==> src/rtl/mux_2x1_32b.sv <==
// mux_2x1_32b: registered word selector built from one-bit 2:1 mux cells (select=1 -> a, 0 -> b).
module mux_2x1_cell (
    input  logic a,
    input  logic b,
    input  logic s,
    output logic y
);
    logic s_n;
    assign s_n = ~s;
    assign y   = (s & a) | (s_n & b);
endmodule

module mux_2x1_32b #(
    parameter int WIDTH = 32
) (
    input  logic             clk,
    input  logic             rst,
    input  logic [WIDTH-1:0] a,
    input  logic [WIDTH-1:0] b,
    input  logic             select,
    output logic [WIDTH-1:0] out
);
    logic [WIDTH-1:0] sel_word;
    logic [WIDTH-1:0] out_d;
    logic [WIDTH-1:0] out_q;
    for (genvar i = 0; i < WIDTH; i++) begin : g_bit
        mux_2x1_cell u_cell (
            .a(a[i]),
            .b(b[i]),
            .s(select),
            .y(sel_word[i])
        );
    end
    always_comb out_d = rst ? '0 : sel_word;
    always_ff @(posedge clk) out_q <= out_d;
    assign out = out_q;
endmodule

==> config.mk <==
export PLATFORM = sky130hd
export DESIGN_NAME = mux_2x1_32b
export DESIGN_NICKNAME = d
export VERILOG_FILES = /design/src/rtl/mux_2x1_32b.sv
export SDC_FILE = /design/constraint.sdc
export NUM_CORES = 1
export LEC_CHECK = 0
export BUFFER_PORTS_ARGS = -buffer_cell sky130_fd_sc_hd__buf_4
export CAP_MARGIN = 10
export CORE_MARGIN = 2
export CORE_UTILIZATION = 33
export DETAILED_ROUTE_END_ITERATION = 8
export PLACE_DENSITY = 0.74
export SLEW_MARGIN = 20
export SYNTH_ARGS = -nofsm -noshare
export SYNTH_HDL_FRONTEND = slang
export SYNTH_SLANG_ARGS = --single-unit
==> constraint.sdc <==
create_clock -name clk -period 0.8 [get_ports clk]
set_clock_uncertainty 0.05 [all_clocks]
set_input_delay 0.16 -clock clk [delete_from_list [all_inputs] [get_ports clk]]
set_output_delay 0.16 -clock clk [all_outputs]
set_load 0.05 [all_outputs]
==> metrics <==
Synth area leader=dfxtp_1; I/O pin cnt=99; Final Critical Period=1020 ps; # Max-Cap Violations=0; CTS Buf Count=5; Critical Path Fanout Max=1; final setup vio count=32; Die Y=63.4 um; worst-path cell chain=buf_8; Worst Path Arrival=810 ps; hold_ws=22.4 ps; Crit Path Class=reg -> out; # DRC=0; vias in the first global route=1141; Layout area overhead=91.1%; layout cells sized above 1=0.676; Seq cells post-synth=32; DRT Wirelength=3210 um; post-synthesis sequential area ratio=0.551; leakage=1.12 nW; row count=21; Slew @ Worst Pin=327 ps; Clock Sinks=32; syn_area_per_cell=11.3 um^2; Syn Nets=170; initial antenna violation count=0; CP delay by family, top=flip-flops; Fmax=979 MHz; worst path required time=590 ps; overall routing resource usage=0.168; Final Max Tran Viols=0; clk buf depth=2; final core occ=0.661; Syn. warnings=0; status=finished, violations left; DR iter-0 viols=19; CTS tree=built; CP startpoint kind=flip-flop; area share of the largest cell type after synthesis=0.551; final-report hold violation count=0; Critical Path Start=out[8]; first-pass GRT wire length=5090 um; gpl congestion=0.699; largest net degree at the start of global routing=33; CP Capture Type=output port; pwr dens=1740 mW/mm^2; WP buf/inv=1; die area=0.00402 mm^2; total vias in the final route=1082; DR pass1 iterations=4; Worst Hold Launch=b[22]; final worst slack=-221 ps; Critical Path Max Stage Delay=350 ps; synthesized area=0.00116 mm^2; fin crit share=1.28; vias per cell=4.33; I/O Buffers=98; Post-Synthesis Cells=103; top post-synthesis cells by area=dfxtp_1 (55%), mux2i_1 (28%), nor2_1 (10%); Setup TNS=-6550 ps; failing checks=negative setup slack; Slowest-stage cell, CP=dfxtp_2; max reg flops=32; Clock Pin Slew Worst Setup and Hold Paths=90 ps; Initial Util=0.346; core area=0.00336 mm^2; Worst slew margin=0.782; RSZ-0062 raised after global routing=yes; library cells used by synthesis=6; Routed Antenna Nets=0; Routed WL per cell=12.8 um; global route overflow=0; root buffer cell=clkbuf_4; cts-stage hold buffer count=0; Worst VDD drop=0.977 mV; Ant. Diodes=0; Nets=270; Chip Width=63.4 um; Hold Path Class=in -> reg; H-tree Lvls=2; Total Power=3.88 mW
## worst paths after layout
path | end | cells after the start
hold / removal | out[22] | 3
setup / recovery | out[8] | 1
## worst min-delay path: cells and delay by family
kind          cells  cell delay [ps]
buf+inv           1               70
simple gates      1               70
mux               1               50
## cell usage in the layout (no fill, tap or decap)
cell,n
buf_12,2
buf_4,66
buf_6,8
buf_8,24
clkbuf_1,2
clkbuf_4,5
clkbuf_8,1
dfxtp_2,32
mux2i_1,32
nor2_1,32
## layer usage
metal  global-route usage  vias up  routed length (um)
li1                     -      535                   -
met1                0.157      489                1020
met2                0.329       52                1890
met3               0.0607        6                 265
met4               0.0571        0                  37
met5                    0        -                   0
## synthesized netlist by cell type, drive strengths merged
| master | number |
|---|---|
| clkbuf | 3 |
| nor2 | 32 |
| buf | 4 |
| mux2i | 32 |
| dfxtp | 32 |
## power by group
group / internal (mW) / leakage, nW / switching (mW)
logic: 0.575 / 0.812 / 0.589
registers: 1.72 / 0.275 / 0.0645
clock network: 0.434 / 0.0326 / 0.492
## repair_timing
action                     4_1_cts  5_1_grt
gates cloned                     0        0
setup endpoints to repair       32       32
setup buffers                    0        0
resized for setup               83        5
## cells by family after synthesis
group | synth area share
simple gates | 0.103
flops | 0.551
buf+inv | 0.0710
mux | 0.275
## cell type report
class / instances / area (um^2)
Clock buffer: 8 / 58.8
Fill cell: 277 / 1140
Multi-Input combinational cell: 64 / 440
Sequential cell: 32 / 681
Tap cell: 46 / 57.6
Timing Repair Buffer: 100 / 986
## through the flow
stage               cell area [um^2]  std cells  worst slack [ps]
finish                          2220        250              -221
global route                    2220        250              -271
CTS                             2200        250              -229
detailed placement              1910        242              -104
global placement                1910        242             -81.8
floorplan                       1170        103              2.67
Power figures use the tool's default switching activity.
